## config.mk

```make
export PLATFORM = sky130hd
export DESIGN_NAME = cltu_block_framer_flat
export DESIGN_NICKNAME = d
export VERILOG_FILES = /design/src/rtl/cltu_block_framer_pkg.sv /design/src/rtl/cltu_block_framer_if.sv /design/src/rtl/cltu_block_framer_bch_63_56_chk.sv /design/src/rtl/cltu_block_framer.sv /design/src/flat_wrapper.sv
export SDC_FILE = /design/constraint.sdc
export NUM_CORES = 1
export LEC_CHECK = 0
export CORE_ASPECT_RATIO = 0.6
export CORE_MARGIN = 1.5
export CORE_UTILIZATION = 65
export CTS_CLUSTER_DIAMETER = 150
export DETAILED_ROUTE_END_ITERATION = 6
export DONT_BUFFER_PORTS = 1
export GPL_TIMING_DRIVEN = 0
export PLACE_DENSITY = 0.81
export SLEW_MARGIN = 20
export SYNTH_ARGS = -nofsm -noshare
export SYNTH_HDL_FRONTEND = slang
export SYNTH_HIERARCHICAL = 1
export SYNTH_SLANG_ARGS = --single-unit
export TNS_END_PERCENT = 10
```

## constraint.sdc

```tcl
create_clock -name ClkI -period 16.36 [get_ports ClkI]
set_clock_uncertainty 0.15 [all_clocks]
set_input_delay 3.272 -clock ClkI [delete_from_list [all_inputs] [get_ports ClkI]]
set_output_delay 3.272 -clock ClkI [all_outputs]
set_load 0.02 [all_outputs]
```

## src/rtl/cltu_block_framer_pkg.sv

```systemverilog
// -----------------------------------------------------------------------------
// cltu_block_framer_pkg
// Shared definitions for the CLTU block framer: start sequence, BCH(63,56)
// generator polynomial, codeblock geometry, FSM state types and the one-bit
// LFSR step of the parity checker.
// -----------------------------------------------------------------------------
package cltu_block_framer_pkg;

  localparam logic [15:0] CLTU_START_SEQ = 16'hEB90;
  // g(x) = x^7 + x^6 + x^2 + 1 without the implicit x^7 term
  localparam logic [6:0]  BCH_POLY       = 7'h45;
  localparam int          CB_INFO_BITS   = 56;

  // Bit positions inside a 64-bit codeblock (0 = first received)
  localparam logic [5:0]  LAST_INFO_IDX  = 6'd55;
  localparam logic [5:0]  LAST_PAR_IDX   = 6'd62;
  localparam logic [5:0]  FILLER_IDX     = 6'd63;

  typedef enum logic {RX_SEARCH, RX_RECV} rx_state_e;
  typedef enum logic {TX_IDLE, TX_BURST}  tx_state_e;

  // One serial step of the remainder of info(x)*x^7 mod g(x), MSB first.
  function automatic logic [6:0] bch_step(input logic [6:0] rem, input logic b);
    logic fb;
    fb = b ^ rem[6];
    return {rem[5:0], 1'b0} ^ (fb ? BCH_POLY : 7'h00);
  endfunction

endpackage

```

## src/rtl/cltu_block_framer_if.sv

```systemverilog
// -----------------------------------------------------------------------------
// cltu_block_framer_if
// Bit-stream input and codeblock-burst output bundle of the CLTU block framer.
//   BitI/BitValidI   demodulated bit and its 1-cycle strobe (into the framer)
//   DataO/EnO        serial info burst to the codeblock receiver
//   Block_ErrO       parity error flag held for the current burst
//   CltuActiveO      high while the framer is inside a CLTU
//   OverrunO         1-cycle pulse: completed block dropped, burst still busy
//   BlockCntO        good blocks in the current CLTU (wraps)
// slave = framer side, master = bit source / receiver side.
// -----------------------------------------------------------------------------
interface cltu_block_framer_if #(
  parameter int CNT_W = 16
);
  logic             BitI;
  logic             BitValidI;
  logic             DataO;
  logic             EnO;
  logic             Block_ErrO;
  logic             CltuActiveO;
  logic             OverrunO;
  logic [CNT_W-1:0] BlockCntO;

  modport master (
    output BitI, BitValidI,
    input  DataO, EnO, Block_ErrO, CltuActiveO, OverrunO, BlockCntO
  );

  modport slave (
    input  BitI, BitValidI,
    output DataO, EnO, Block_ErrO, CltuActiveO, OverrunO, BlockCntO
  );
endinterface

```

## src/rtl/cltu_block_framer_bch_63_56_chk.sv

```systemverilog
// -----------------------------------------------------------------------------
// cltu_block_framer_bch_63_56_chk
// Serial BCH(63,56) remainder LFSR. Shifts one info bit per en_i, MSB first;
// clr_i (priority over en_i) zeroes the remainder.
//   clk, rst   clock, asynchronous active-high reset
//   clr_i      synchronous clear
//   en_i       consume bit_i
//   bit_i      info bit
//   rem_o      current remainder of info(x)*x^7 mod g(x)
// -----------------------------------------------------------------------------
module cltu_block_framer_bch_63_56_chk
  import cltu_block_framer_pkg::*;
(
  input  logic       clk,
  input  logic       rst,
  input  logic       clr_i,
  input  logic       en_i,
  input  logic       bit_i,
  output logic [6:0] rem_o
);

  logic [6:0] rem_q;

  // NOTE: clocked state is written with non-blocking assignments only, so every
  // register samples the pre-edge values of the others regardless of ordering.
  always_ff @(posedge clk or posedge rst) begin
    if (rst) begin
      rem_q <= '0;
    end else if (clr_i) begin
      rem_q <= '0;
    end else if (en_i) begin
      rem_q <= bch_step(rem_q, bit_i);
    end
  end

  assign rem_o = rem_q;

endmodule

```

## src/rtl/cltu_block_framer.sv

```systemverilog
// -----------------------------------------------------------------------------
// cltu_block_framer
// Hunts the TC bitstream for the CLTU start sequence, frames 64-bit BCH(63,56)
// codeblocks (56 info + 7 parity + 1 filler), checks parity in detection-only
// mode and replays each block's info bits as a 56-clock burst. The first
// errored block (normally the CLTU tail) ends the CLTU.
//   ClkI, RstI   clock, asynchronous active-high reset
//   bus          cltu_block_framer_if.slave (bit input, burst output, status)
// -----------------------------------------------------------------------------
module cltu_block_framer
  import cltu_block_framer_pkg::*;
#(
  parameter logic [15:0] START_SEQ = CLTU_START_SEQ,
  parameter int          TIMEOUT   = 50000,
  parameter int          CNT_W     = 16
) (
  input  logic                ClkI,
  input  logic                RstI,
  cltu_block_framer_if.slave  bus
);

  localparam int IDLE_W = $clog2(TIMEOUT + 1);

  // rx side
  rx_state_e                 rx_state_q;
  logic [15:0]               win_q, win_d;
  logic [5:0]                bit_cnt_q;
  logic [CB_INFO_BITS-1:0]   info_q;
  logic [6:0]                par_q;
  logic [IDLE_W-1:0]         idle_q;
  logic [CNT_W-1:0]          blk_cnt_q;
  logic [CB_INFO_BITS-1:0]   outbuf_q;
  logic                      err_buf_q;
  logic                      req_q;
  logic                      overrun_q;
  // tx side
  tx_state_e                 tx_state_q;
  logic [5:0]                tx_cnt_q;
  logic [CB_INFO_BITS-1:0]   shift_q;
  logic                      en_q, data_q, berr_q;

  logic       in_recv, strobe, lfsr_clr, lfsr_en, blk_err, tx_busy;
  logic [6:0] rem;

  assign in_recv  = (rx_state_q == RX_RECV);
  assign strobe   = bus.BitValidI;
  assign win_d    = {win_q[14:0], bus.BitI};
  // Remainder is held at zero outside a CLTU and restarts after every block.
  assign lfsr_clr = !in_recv || (strobe && bit_cnt_q == FILLER_IDX);
  assign lfsr_en  = in_recv && strobe && (bit_cnt_q <= LAST_INFO_IDX);
  // Transmitted parity is the complemented remainder.
  assign blk_err  = (par_q != ~rem);
  // A request landing on the final burst cycle is accepted; tx picks it up
  // after one idle clock.
  assign tx_busy  = req_q || (tx_state_q == TX_BURST && tx_cnt_q != LAST_INFO_IDX);

  cltu_block_framer_bch_63_56_chk u_bch (
    .clk   (ClkI),
    .rst   (RstI),
    .clr_i (lfsr_clr),
    .en_i  (lfsr_en),
    .bit_i (bus.BitI),
    .rem_o (rem)
  );

  // NOTE: data buffers are reset along with control state so that a reset
  // mid-burst leaves no stale block behind and every output reads 0.
  always_ff @(posedge ClkI or posedge RstI) begin
    if (RstI) begin
      rx_state_q <= RX_SEARCH;
      win_q      <= '0;
      bit_cnt_q  <= '0;
      info_q     <= '0;
      par_q      <= '0;
      idle_q     <= '0;
      blk_cnt_q  <= '0;
      outbuf_q   <= '0;
      err_buf_q  <= 1'b0;
      req_q      <= 1'b0;
      overrun_q  <= 1'b0;
    end else begin
      req_q     <= 1'b0;
      overrun_q <= 1'b0;
      case (rx_state_q)
        RX_SEARCH: begin
          if (strobe) begin
            win_q <= win_d;
            if (win_d == START_SEQ) begin
              rx_state_q <= RX_RECV;
              bit_cnt_q  <= '0;
              idle_q     <= '0;
              blk_cnt_q  <= '0;
            end
          end
        end
        RX_RECV: begin
          if (strobe) begin
            idle_q    <= '0;
            bit_cnt_q <= bit_cnt_q + 6'd1;  // wraps 63 -> 0
            if (bit_cnt_q <= LAST_INFO_IDX) begin
              info_q <= {info_q[CB_INFO_BITS-2:0], bus.BitI};
            end else if (bit_cnt_q <= LAST_PAR_IDX) begin
              par_q <= {par_q[5:0], bus.BitI};
            end else begin
              // Filler bit: block complete.
              if (tx_busy) begin
                overrun_q <= 1'b1;
              end else begin
                outbuf_q  <= info_q;
                err_buf_q <= blk_err;
                req_q     <= 1'b1;
              end
              if (blk_err) begin
                rx_state_q <= RX_SEARCH;
                win_q      <= '0;
              end else begin
                blk_cnt_q <= blk_cnt_q + CNT_W'(1);
              end
            end
          end else if (idle_q == IDLE_W'(TIMEOUT - 1)) begin
            // Bit source went silent: drop the partial block and the CLTU.
            rx_state_q <= RX_SEARCH;
            win_q      <= '0;
            idle_q     <= '0;
          end else begin
            idle_q <= idle_q + IDLE_W'(1);
          end
        end
        default: rx_state_q <= RX_SEARCH;
      endcase
    end
  end

  // Burst engine: copies the out buffer into its own shifter at burst start,
  // so the rx side may refill the buffer during the last burst cycle.
  always_ff @(posedge ClkI or posedge RstI) begin
    if (RstI) begin
      tx_state_q <= TX_IDLE;
      tx_cnt_q   <= '0;
      shift_q    <= '0;
      en_q       <= 1'b0;
      data_q     <= 1'b0;
      berr_q     <= 1'b0;
    end else begin
      case (tx_state_q)
        TX_IDLE: begin
          if (req_q) begin
            tx_state_q <= TX_BURST;
            tx_cnt_q   <= '0;
            en_q       <= 1'b1;
            data_q     <= outbuf_q[CB_INFO_BITS-1];
            shift_q    <= {outbuf_q[CB_INFO_BITS-2:0], 1'b0};
            berr_q     <= err_buf_q;
          end
        end
        TX_BURST: begin
          if (tx_cnt_q == LAST_INFO_IDX) begin
            tx_state_q <= TX_IDLE;
            en_q       <= 1'b0;
            data_q     <= 1'b0;
            berr_q     <= 1'b0;
          end else begin
            tx_cnt_q <= tx_cnt_q + 6'd1;
            data_q   <= shift_q[CB_INFO_BITS-1];
            shift_q  <= {shift_q[CB_INFO_BITS-2:0], 1'b0};
          end
        end
        default: tx_state_q <= TX_IDLE;
      endcase
    end
  end

  assign bus.DataO       = data_q;
  assign bus.EnO         = en_q;
  assign bus.Block_ErrO  = berr_q;
  assign bus.CltuActiveO = in_recv;
  assign bus.OverrunO    = overrun_q;
  assign bus.BlockCntO   = blk_cnt_q;

endmodule

```

## src/flat_wrapper.sv

```systemverilog
// flat-port wrapper written by rule: the top's interface ports become plain ports
module cltu_block_framer_flat import cltu_block_framer_pkg::*;
#(
  parameter logic [15:0] START_SEQ = CLTU_START_SEQ,
  parameter int          TIMEOUT   = 50000,
  parameter int          CNT_W     = 16
)
  (ClkI, RstI, bus_BitI, bus_BitValidI, bus_DataO, bus_EnO, bus_Block_ErrO, bus_CltuActiveO, bus_OverrunO, bus_BlockCntO);
  cltu_block_framer_if #(.CNT_W(CNT_W)) bus_i ();
  input  logic ClkI;
  input  logic RstI;
  input wire logic [$bits(bus_i.BitI)-1:0] bus_BitI;
  input wire logic [$bits(bus_i.BitValidI)-1:0] bus_BitValidI;
  output wire logic [$bits(bus_i.DataO)-1:0] bus_DataO;
  output wire logic [$bits(bus_i.EnO)-1:0] bus_EnO;
  output wire logic [$bits(bus_i.Block_ErrO)-1:0] bus_Block_ErrO;
  output wire logic [$bits(bus_i.CltuActiveO)-1:0] bus_CltuActiveO;
  output wire logic [$bits(bus_i.OverrunO)-1:0] bus_OverrunO;
  output wire logic [$bits(bus_i.BlockCntO)-1:0] bus_BlockCntO;
  assign bus_i.BitI = bus_BitI;
  assign bus_i.BitValidI = bus_BitValidI;
  assign bus_DataO = bus_i.DataO;
  assign bus_EnO = bus_i.EnO;
  assign bus_Block_ErrO = bus_i.Block_ErrO;
  assign bus_CltuActiveO = bus_i.CltuActiveO;
  assign bus_OverrunO = bus_i.OverrunO;
  assign bus_BlockCntO = bus_i.BlockCntO;
  cltu_block_framer #(.START_SEQ(START_SEQ), .TIMEOUT(TIMEOUT), .CNT_W(CNT_W)) u_core (.ClkI(ClkI), .RstI(RstI), .bus(bus_i));
endmodule
```

==> flow_summary_export.csv, run 1 <==
group,metric,value,unit
critical_path,cp.required,16.60,ns
cells_and_area,antenna_cells,0,
pwr,p_per_area,97.73,nW/um2
min_path,worstHoldEndpoint,"u_core/info_q[23]$_DFFE_PP0P_",
pwr,vdd_drop_max,0.09290,mV
routing,viasPerCell,5.968,
clocking,cts.repair.resized,0,
cells_and_area,final.fill_count,1096,
yosys,syn_area_per_cell,10.84,um2
sta,tightest_slew,0.7686,ns
clocking,cts_root_buffer,"clkbuf_16",
clocking,clk_latency,0.50,ns
yosys,yosysTopAreaCell,"dfrtp_1",
clocking,clock-sinks,248,
clocking,h-tree-depth,1,
cells_and_area,fin_util,73.14,%
yosys,synth_edf_count,0,
critical_path,reg2reg_depth,8,
critical_path,crit_fanout,11,
yosys,syn_inst,998,
routing,wl_per_cell,17.44,um
sta,setup_viol,0,
global_route,track_usage,26.49,%
yosys,synth_most_common_cell,"dfrtp_1",
yosys,syn-cell-area,10820,um2
pwr,power_leakage,5.726,nW
floorplanning,core_region_area,16260,um2
min_path,min_from,"u_core/info_q[22]$_DFFE_PP0P_",
sta,max-slew-margin-rel,48.76,%
critical_path,r2r_start,"u_core/bus.CltuActiveO$_DFF_PP0_",
yosys,synth_cell_types,64,
floorplanning,dieWidth,169.6,um
critical_path,endpoint_kind,"flip-flop",
cells_and_area,nets,1033,
clocking,postCtsSetupBuffers,0,
cells_and_area,drive_above_1_share,12.80,%
routing,vias,7561,
global_route,grt_pass1_wl,36.85,mm
floorplanning,dieArea,17460,um2
routing,first_pass_iters,5,
routing,drtIter0Drc,646,
yosys,yosysTopAreaCellShare,57.35,%
sta,post-route-period-util,29.53,%
cells_and_area,syn_to_final_growth,9.898,%
yosys,synth_nets,1007,
yosys,synth_area_leaders,"dfrtp_1 57%, nand2_1 6.9%, mux2_2 6.7%, mux2i_1 6.0%, a21oi_1 3.2%",
global_route,grt_start_max_net_pins,107,
sta,rsz0062_at_grt,"no",
yosys,synth_ff_type,"dfrtp_1",
placement,dpl.hpwl,14.58,mm
clocking,cts_hold_buf,0,
floorplanning,ios,25,
routing,ant_nets,0,
global_route,grt_pass1_vias,7243,
routing,wirelength,22.10,mm
yosys,synth_seq_area_share,57.35,%
cells_and_area,final_cell_count_no_fill,1267,
clocking,clockBufferDepth,3,
clocking,cts_tree,"built",
critical_path,arrival,5.07,ns
cells_and_area,multi_input_area,4305,um2
yosys,synthTopCellsByCount,"248 x dfrtp_1, 199 x nand2_1, 72 x nor2_1, 70 x a21oi_1, 65 x mux2i_1",
min_path,min_path_type,"flip-flop to flip-flop",
run,cap_viol_max_count,0,
routing,remaining_drc_errors,0,
global_route,grt_remaining_overflow,0,
cells_and_area,register_area,6206,um2
outcome,status,"complete, no violations",
sta,hold_violations,0,
placement,gp_congestion,0.8863,
floorplanning,start_util,66.55,%
sta,tns,0,ns
sta,fin_crit,4.831,ns
global_route,antenna_found_initial,0,
yosys,synthArstFlopShare,100.0,%
placement,dp_cells,1228,
floorplanning,die_y,102.9,um
placement,io_buffers,0,
critical_path,start_kind,"input pin",
clocking,clk_pin_slew,0.07,ns
floorplanning,rows,36,
sta,slew_viol_final,0,
critical_path,worstSetupPathType,"input pin to flip-flop",
clocking,cts_buffers,22,
sta,final.setup.worst_slack,11.53,ns
yosys,ys_ff_latch,248,
placement,place_ws,11.03,ns
min_path,min_path_cells,2,
yosys,ys.warnings.count,6,
critical_path,rrSetupSlack,13.54,ns
critical_path,r2r_end,"u_core/u_bch/rem_o[1]$_DFFE_PP0P_",
sta,fmax,207.0,MHz
[where the power goes]
| group | switching [mW] | leakage (nW) | internal [mW] |
|---|---|---|---|
| Combinational | 0.0151 | 1.95 | 0.00688 |
| Sequential | 0.00474 | 3.43 | 0.618 |
| Clock | 0.221 | 0.351 | 0.296 |
| Total | 0.241 | 5.73 | 0.922 |
[flip-flops by register name (all words and copies together), names as in the netlist]
signal / cells
u_core/par_q: 7
u_core/win_q: 15
u_core/bit_cnt_q: 6
u_core/u_bch/rem_o: 7
u_core/bus.OverrunO: 1
u_core/shift_q: 55
u_core/req_q: 1
u_core/outbuf_q: 56
u_core/tx_cnt_q: 6
u_core/bus.CltuActiveO: 1
u_core/bus.DataO: 1
u_core/bus.BlockCntO: 16
u_core/idle_q: 16
u_core/bus.Block_ErrO: 1
u_core/err_buf_q: 1
u_core/info_q: 56
u_core/tx_state_q: 1
u_core/bus.EnO: 1
[placed cells by master (no fill, tap or decap), types with 3 or more instances in the layout]
cell / instances
dfrtp_1: 248
nand2_1: 199
nor2_1: 72
a21oi_1: 70
mux2i_1: 65
mux2_2: 64
clkbuf_1: 33
o21ai_0: 25
a22o_1: 24
clkbuf_16: 23
nand3_1: 16
inv_1: 15
buf_2: 14
nand4_1: 13
xor2_1: 12
or3_1: 11
and3_1: 7
nor3_1: 7
nor4_1: 7
buf_1: 7
a21o_1: 6
clkbuf_8: 5
a31oi_1: 5
o311a_1: 5
ha_1: 5
o22ai_1: 4
nor2b_1: 4
a211o_1: 4
clkinv_2: 3
buf_6: 3
nor4b_1: 3
o21bai_1: 3
o211ai_1: 3
and4_1: 3
nand2b_1: 3
[worst max-delay path, cell delays in order]
cell and delay (ns):
nand2_1 0.18, or2_2 0.38, inv_1 0.12, clkbuf_1 0.51, buf_4 0.31, mux2i_1 0.22, nor2_1 0.06
[stage by stage]
step	power [mW]	area, um2	hold slack, ns
6_report	1.162	11890	0.3341
5_1_grt	1.199	11890	0.3659
4_1_cts	1.172	11890	0.3371
3_5_place_dp	0.6574	11170	0.3236
3_3_place_gp	0.6554	11110	0.3129
2_1_floorplan	0.6498	10820	0.2902
[area by class of cell]
class / count / area share, %
timing repair buffer: 2 / 0.4629
multi-input combinational: 680 / 36.20
buffer: 54 / 2.104
sequential: 248 / 52.18
clock buffer: 33 / 5.576
tap: 228 / 2.399
inverter: 16 / 0.5681
clock inverter: 6 / 0.5050
[worst max-delay path by stage]
stage | start | endpoint | slack (ns) | depth (start not counted)
after floorplan | RstI | u_core/bit_cnt_q[0]$_DFFE_PP0P_ | 6.32 | 1
after global placement | RstI | u_core/info_q[33]$_DFFE_PP0P_ | 3.92 | 1
after detailed placement | bus_BitValidI | u_core/u_bch/rem_o[1]$_DFFE_PP0P_ | 11.03 | 7
after CTS | bus_BitValidI | u_core/u_bch/rem_o[1]$_DFFE_PP0P_ | 11.55 | 7
after global routing | bus_BitValidI | u_core/u_bch/rem_o[1]$_DFFE_PP0P_ | 11.41 | 7
final | bus_BitValidI | u_core/u_bch/rem_o[1]$_DFFE_PP0P_ | 11.53 | 7
[layer usage]
layer / global-route usage [%] / wire length (um) / part of all wire (%) / vias up
li1: - / - / - / 3546
met1: 40.89 / 10900 / 49 / 3772
met2: 39.09 / 9384 / 42 / 213
met3: 5.489 / 1478 / 6.7 / 30
met4: 5.446 / 330 / 1.5 / 0
met5: 0 / 0 / 0 / -
[cells by family (layout without fill, tap and decap cells)]
logic type | count (synthesis) | count (layout) | share of synthesized area, %
fa+ha+maj | 5 | 5 | 0.5781
buf+inv | 70 | 111 | 2.867
compound gates | 166 | 166 | 9.897
flops | 248 | 248 | 57.35
mux | 129 | 129 | 12.67
simple gates | 366 | 366 | 15.50
xor+xnor | 14 | 14 | 1.133
Note: power is estimated with default switching activity, not from simulation.
==> run 2: changes to the inputs <==
Settings changed: CORE_UTILIZATION 65 to 57, PLACE_DENSITY 0.81 to 0.75.
Clock period 16.36 ns to 4.1 ns, I/O delays scaled along.
==> flow_summary_export.csv, run 2 (synthesized netlist as in run 1, its figures left out) <==
group,metric,value,unit
floorplanning,ios,25,
clocking,cts_root_buffer,"clkbuf_16",
clocking,postCtsSetupBuffers,0,
critical_path,max_stage_delay,0.49,ns
cells_and_area,final_cell_mix,"248 x dfrtp_1, 199 x nand2_1, 72 x nor2_1",
floorplanning,die_y,109.7,um
floorplanning,rows,38,
critical_path,crit_buf_inv,4,
sta,hold_violations,0,
clocking,clock-sinks,248,
placement,place_ws,1.287,ns
clocking,cts_tree,"built",
cells_and_area,final_common_cell,"dfrtp_1",
min_path,min_path_type,"input pin to asynchronous set/reset pin",
cells_and_area,drive_above_1_share,13.38,%
clocking,h-tree-depth,1,
critical_path,critPathTopFamily,"buffers and inverters",
routing,ant_nets,0,
critical_path,worstSetupPathType,"flip-flop to flip-flop",
sta,slew_viol_final,0,
clocking,cts_buffers,23,
routing,first_pass_iters,5,
sta,rsz0062_at_grt,"no",
routing,vias,7415,
global_route,track_usage,23.46,%
critical_path,cp.required,4.36,ns
critical_path,rrSetupSlack,1.36,ns
cells_and_area,fin_util,65.61,%
routing,wirelength,22.16,mm
floorplanning,core_region_area,18310,um2
cells_and_area,nets,1041,
cells_and_area,antenna_cells,0,
critical_path,start_kind,"flip-flop",
cells_and_area,largest_registers,"u_core/info_q (56), u_core/outbuf_q (56), u_core/shift_q (55)",
sta,fin_crit,2.742,ns
critical_path,arrival,3.00,ns
sta,fmax,364.6,MHz
routing,drtIter0Drc,599,
routing,viasPerCell,5.766,
cells_and_area,final_cell_count_no_fill,1286,
placement,gp_congestion,0.9032,
sta,max-slew-margin-rel,46.11,%
sta,setup_viol,0,
sta,hold_ws,0.04849,ns
global_route,grt_pass1_wl,37.43,mm
critical_path,crit_fanout,11,
pwr,p_per_area,384.3,nW/um2
placement,io_buffers,0,
critical_path,crit_chain,"buf_2 -> nand2_1 -> or2_2 -> inv_1 -> clkbuf_1 -> buf_4 -> mux2i_1 -> nor2_1",
outcome,status,"complete, no violations",
global_route,grt_pass1_vias,7110,
placement,dp_cells,1246,
critical_path,r2r_start,"u_core/bus.CltuActiveO$_DFF_PP0_",
placement,dpl.hpwl,15.03,mm
floorplanning,dieWidth,180.9,um
sta,final.setup.worst_slack,1.358,ns
routing,wl_per_cell,17.23,um
clocking,clk_pin_slew,0.07,ns
critical_path,r2r_end,"u_core/u_bch/rem_o[3]$_DFFE_PP0P_",
sta,post-route-period-util,66.89,%
pwr,power_leakage,5.777,nW
run,cap_viol_max_count,0,
floorplanning,dieArea,19850,um2
critical_path,cpMaxStageDelayCell,"clkbuf_1",
routing,remaining_drc_errors,0,
clocking,clockBufferDepth,3,
global_route,grt_start_max_net_pins,36,
pwr,vdd_drop_max,0.3633,mV
floorplanning,start_util,59.12,%
critical_path,reg2reg_depth,8,
cells_and_area,syn_to_final_growth,10.98,%
clocking,clk_latency,0.53,ns
clocking,cts.repair.resized,0,
sta,tightest_slew,0.8083,ns
global_route,grt_remaining_overflow,0,
global_route,antenna_found_initial,0,
critical_path,endpoint_kind,"flip-flop",
## run 2: cell count changes in the layout (fill, tap and decap cells not counted), sizes merged
cell	delta
clkbuf	-2
bufinv	-1
buf	+6
dlygate4sd3	+1
clkinv	+2
inv	+1
## run 2: power breakdown
part,internal [mW],switching (mW)
sequential,2.47,0.0183
clock,1.11,0.914
combinational,0.0385,0.0643
## run 2: layout make-up
cell class | instances | area (um2)
sequential | 248 | 6206
buffer | 54 | 250.2
clock buffer | 31 | 645.6
timing repair buffer | 9 | 177.7
tap | 240 | 300.3
fill | 1408 | 6295
inverter | 16 | 63.81
clock inverter | 8 | 61.31
multi-input combinational | 680 | 4305
## run 2: metal layers
layer / part of all wire, % / track usage, % / up-vias
met5: 0 / 0 / -
met3: 5.6 / 4.538 / 25
met4: 1.5 / 4.622 / 0
met1: 52 / 36.57 / 3667
li1: - / - / 3556
met2: 41 / 34.09 / 167
## run 2: worst max path at each step
stage	from	endpoint	slack [ns]	cells after the start
floorplan	RstI	u_core/bit_cnt_q[0]$_DFFE_PP0P_	-0.03	1
global placement	RstI	u_core/shift_q[47]$_DFFE_PP0P_	-1.28	1
detailed placement	bus_BitValidI	u_core/u_bch/rem_o[3]$_DFFE_PP0P_	1.29	7
CTS	u_core/bus.CltuActiveO$_DFF_PP0_	u_core/u_bch/rem_o[3]$_DFFE_PP0P_	1.38	8
global route	u_core/bus.CltuActiveO$_DFF_PP0_	u_core/u_bch/rem_o[2]$_DFFE_PP0P_	1.16	8
finish	u_core/bus.CltuActiveO$_DFF_PP0_	u_core/u_bch/rem_o[3]$_DFFE_PP0P_	1.36	8
## run 2: repair_timing
item,in CTS,in global routing
hold buffers,1,0
endpoints found under the setup margin,0,0
endpoints found under the hold margin,7,0
## run 2: metrics by stage
| step | power [mW] | area [um2] | setup TNS (ns) |
|---|---|---|---|
| floorplan | 2.594 | 10830 | -7.667 |
| global placement | 2.617 | 11130 | -303.04 |
| detailed placement | 2.637 | 11290 | 0 |
| CTS | 4.667 | 12010 | 0 |
| global route | 4.775 | 12010 | 0 |
| finish | 4.616 | 12010 | 0 |
==> run 3: changes to the inputs <==
Clock period 4.1 ns to 2.4 ns, I/O delays scaled along.
==> flow_summary_export.csv, run 3 (synthesized netlist as in run 1, its figures left out) <==
group,metric,value,unit
floorplanning,ios,25,
routing,viasPerCell,5.807,
global_route,antenna_found_initial,0,
routing,wirelength,22.48,mm
clocking,cts_root_buffer,"clkbuf_16",
min_path,min_path_type,"input pin to flip-flop",
critical_path,crit_fanout,9,
floorplanning,core_region_area,18310,um2
clocking,clock-sinks,248,
cells_and_area,drive_above_1_share,16.51,%
critical_path,worstSetupPathType,"flip-flop to flip-flop",
routing,dr_wl_met2,9.272,mm
routing,wl_met3,1.445,mm
critical_path,cp.required,2.65,ns
cells_and_area,largest_registers,"u_core/info_q (56), u_core/outbuf_q (56), u_core/shift_q (55)",
critical_path,start_kind,"flip-flop",
routing,wl_met1,11.39,mm
cells_and_area,final_cell_mix,"247 x dfrtp_1, 198 x nand2_1, 71 x nor2_1",
clocking,clk_latency,0.53,ns
sta,tightest_slew,0.8064,ns
critical_path,endpoint_kind,"flip-flop",
clocking,cts_tree,"built",
critical_path,cpMaxStageDelayCell,"dfrtp_1",
sta,post-route-period-util,99.77,%
sta,hold_violations,0,
placement,dpl.hpwl,15.03,mm
critical_path,crit_buf_inv,1,
routing,vias,7514,
cells_and_area,nets,1049,
cells_and_area,syn_to_final_growth,12.75,%
critical_path,critPathTopFamily,"compound AO/OA/AOI/OAI gates",
routing,top_layer_used,"met4",
floorplanning,dieArea,19850,um2
critical_path,crit_chain,"xor2_1 -> nand3_4 -> or2_1 -> buf_2 -> o311a_1 -> a211o_1",
sta,max-slew-margin-rel,46.24,%
cells_and_area,final_common_cell,"dfrtp_1",
pwr,p_per_area,647.5,nW/um2
routing,ant_nets,0,
floorplanning,rows,38,
sta,setup_viol,0,
clocking,clk_pin_slew,0.07,ns
routing,first_pass_iters,5,
cells_and_area,final_cell_count_no_fill,1294,
placement,io_buffers,0,
global_route,grt_pass1_wl,37.57,mm
clocking,cts_buffers,23,
sta,hold_ws,0.09332,ns
global_route,track_usage,23.54,%
outcome,status,"complete, no violations",
floorplanning,dieWidth,180.9,um
cells_and_area,antenna_cells,0,
sta,fmax,417.6,MHz
critical_path,arrival,2.64,ns
clocking,clockBufferDepth,3,
critical_path,max_stage_delay,0.40,ns
global_route,grt_remaining_overflow,0,
global_route,grt_pass1_vias,7132,
pwr,power_leakage,5.888,nW
placement,gp_congestion,0.9032,
clocking,h-tree-depth,1,
sta,fin_crit,2.395,ns
run,cap_viol_max_count,0,
routing,remaining_drc_errors,0,
floorplanning,die_y,109.7,um
sta,slew_viol_final,0,
floorplanning,start_util,59.12,%
routing,drtIter0Drc,674,
placement,dp_cells,1246,
global_route,grt_start_max_net_pins,36,
sta,rsz0062_at_grt,"yes",
routing,wl_per_cell,17.37,um
pwr,vdd_drop_max,0.6211,mV
==> run 3: path summary, 6_finish.rpt <==
kind | startpoint | to | slack, ns | cells after the start
worst max-delay path | u_core/u_bch/rem_o[0]$_DFFE_PP0P_ | u_core/bus.BlockCntO[10]$_DFFE_PP0P_ | 0.005 | 6
max in group asynchronous | RstI | u_core/shift_q[46]$_DFFE_PP0P_ | 0.55 | 6
worst min register to register | u_core/info_q[38]$_DFFE_PP0P_ | u_core/info_q[39]$_DFFE_PP0P_ | 0.34 | 2
min in group asynchronous | RstI | u_core/u_bch/rem_o[2]$_DFFE_PP0P_ | 0.26 | 2
worst min-delay path | bus_BitValidI | u_core/bit_cnt_q[3]$_DFFE_PP0P_ | 0.09 | 2
worst max register to register | u_core/u_bch/rem_o[0]$_DFFE_PP0P_ | u_core/bus.BlockCntO[10]$_DFFE_PP0P_ | 0.005 | 6
==> run 3: final cells by class <==
class	count	area, um2
repair buffers	19	255.2
multi-input cells	680	4370
clock inverters	8	61.31
flip-flops and latches	248	6207
inverters	16	63.81
clock buffers	31	645.6
plain buffers	52	297.8
well taps	240	300.3
fillers	1368	6103
==> run 3: worst reg2reg max path, delay by kind of cell, from the launching register on <==
family	cells	cell delay [ns]
AOI/OAI and AO/OA	2	0.63
DFF	1	0.40
buffers and inverters	1	0.19
and+or+nand+nor	2	0.53
xor gates and xnor gates	1	0.37
==> run 3: what timing repair did <==
item | in CTS | in global routing
pin swaps | 1 | 4
hold buffers | 2 | 0
resized for setup | 19 | 30
endpoints found under the hold margin | 29 | 0
cloned | 0 | 0
setup buffers | 0 | 9
endpoints found under the setup margin | 171 | 164
==> run 3: metrics by stage <==
stage	setup WS, ns	instance area, um2	TNS, ns	power (mW)	util, %
after floorplan	-1.392	10830	-335.43	4.431	-
after global placement	-2.643	11130	-648.95	4.470	60.78
after detailed placement	-0.3167	11290	-20.96	4.505	61.70
after CTS	-0.01084	12070	-0.01956	7.977	65.91
after global routing	-0.08315	12200	-3.075	8.164	66.66
final	0.005471	12200	0	7.901	66.66
==> run 3: report_power, final <==
part           total, mW  leakage, nW  internal, mW  switching (mW)
registers           4.25         3.43          4.22          0.0319
logic              0.179         2.11        0.0672           0.112
clock network       3.47        0.351          1.90            1.57
==> run 3: metal layers <==
| layer | GRT usage, % | vias to the layer above |
|---|---|---|
| met3 | 4.704 | 27 |
| met4 | 4.922 | 0 |
| met2 | 34.06 | 209 |
| met1 | 36.62 | 3708 |
| li1 | - | 3570 |
| met5 | 0 | - |
==> RTL change (flow settings as in run 3) <==
`TIMEOUT` is set to 50000 in 2 places; all go to 100000.
--- a/src/rtl/cltu_block_framer.sv
+++ b/src/rtl/cltu_block_framer.sv
@@ -13,3 +13,3 @@
   parameter logic [15:0] START_SEQ = CLTU_START_SEQ,
-  parameter int          TIMEOUT   = 50000,
+  parameter int          TIMEOUT   = 100000,
   parameter int          CNT_W     = 16
--- a/src/flat_wrapper.sv
+++ b/src/flat_wrapper.sv
@@ -4,3 +4,3 @@
   parameter logic [15:0] START_SEQ = CLTU_START_SEQ,
-  parameter int          TIMEOUT   = 50000,
+  parameter int          TIMEOUT   = 100000,
   parameter int          CNT_W     = 16
Function: no difference found for any inputs over 4 cycles, from zero or initial values and one cycle with RstI high; that may be too few to reach the edited logic, so the function may still have changed.
==> RTL change against run 3 <==
Count of clock-buffer cells in the layout is the same; routed wire length grew 0.20%; synthesized area grew 1.5%; the run now ends with setup timing left; worst setup slack lost 0.046 ns; synthesized cell count shrank 7.5%; largest cell class unchanged; critical path depth is the same; sequential cell count grew 1; largest power group unchanged; power grew 2.7%; sequential power grew 3%; cell area grew 1.7%; global-route usage shrank 0.47 points.
==> RTL change: results (changes against run 3) <==
Parameter                              Value

Drt
  Via count    7403 (-1.5%)
  Vias per cell    6.029 (+3.8%)
  Detailed-route wire length on metal 1    11430 um (+0.31%)
  Initial drt markers    673 (-0.15%)

CTS
  Clk Latency, worst-skew pair    0.51 ns (-0.02 ns)
  Resized cells post-CTS    35 (+16)
  Postcts setup bufs    4 (+4)

Placement
  Setup WS pre-CTS    -0.7025 ns (-0.3857 ns)
  Placed instance area    11450 um^2 (+1.4%)
  Half-perimeter wire length after placement    15320 um (+1.9%)

Timing
  Final worst slack    -0.04054 ns (-0.04602 ns)
  Final Setup Violations    16 (+16)

Worst setup path
  R2r startpoint    u_core/win_q[9]
  Largest delay share family, worst path    simple AND/OR/NAND/NOR gates
  CP arrival    2.73 ns (+0.09 ns)
  Maximum single-stage delay on the critical path    0.56 ns (+0.16 ns)
  Source of the critical timing path    u_core/win_q[9]

Final layout
  Fraction of layout cells with a size suffix above 1    0.2098 (+0.04469)
  Synthesis-to-layout area growth    13.03%
  Area occupied by multi-input gates    4578 um^2 (+4.8%)
  Portion of the layout cell area used by non-clock buffers    0.04375 (-0.001579)
  Fillers    1410 (+3.1%)
  Inverter count    13 (-3)

Outcome
  Violations in the final reports    setup timing
  Status    finished, violations left

Pwr
  Worst vdd ir    0.0005805 V (-6.5%)

Logic synthesis
  Largest cells by area after synthesis    sky130_fd_sc_hd__dfrtp_1 57%, sky130_fd_sc_hd__mux2_2 9.1%, sky130_fd_sc_hd__mux2i_1 6.9%, sky130_fd_sc_hd__nand2_1 3.4%, sky130_fd_sc_hd__mux2_1 3.2%
  Most frequent cells after synthesis    249 x sky130_fd_sc_hd__dfrtp_1, 100 x sky130_fd_sc_hd__nand2_1, 89 x sky130_fd_sc_hd__mux2_2, 76 x sky130_fd_sc_hd__mux2i_1, 68 x sky130_fd_sc_hd__o21ai_0

Min path
  Startpoint of the lowest-slack hold path    bus_BitI
  Endpoint of the worst hold path    u_core/win_q[0]

Global route
  Global-route wire length before repair    37580 um (about the same)
  Global-route usage over all layers    0.2307 (-0.004678)
[RTL change: metal layers]
metal,vias up,global-route usage
met2,208,0.3280
met3,26,0.03826
li1,3431,-
met1,3738,0.3726
met4,0,0.04628
met5,-,0
[RTL change: power groups by stage]
| stage | Sequential [mW] | Combinational, mW | Clock [mW] |
|---|---|---|---|
| final | 4.39 | 0.277 | 3.45 |
| after global routing | 4.39 | 0.318 | 3.70 |
| after CTS | 4.38 | 0.286 | 3.54 |
| after detailed placement | 4.46 | 0.282 | 0 |
| after global placement | 4.46 | 0.239 | 0 |
| after floorplan | 4.44 | 0.204 | 0 |
[RTL change: kinds of logic after synthesis]
kind of cell               after synthesis  share of synthesized area
muxes                                  196                     0.1923
adders and majority gates                5                   0.005697
buffers and inverters                   64                    0.02484
AOI/OAI and AO/OA                      155                    0.08671
and+or+nand+nor                        242                     0.1135
xor gates and xnor gates                12                   0.009571
DFF                                    249                     0.5674
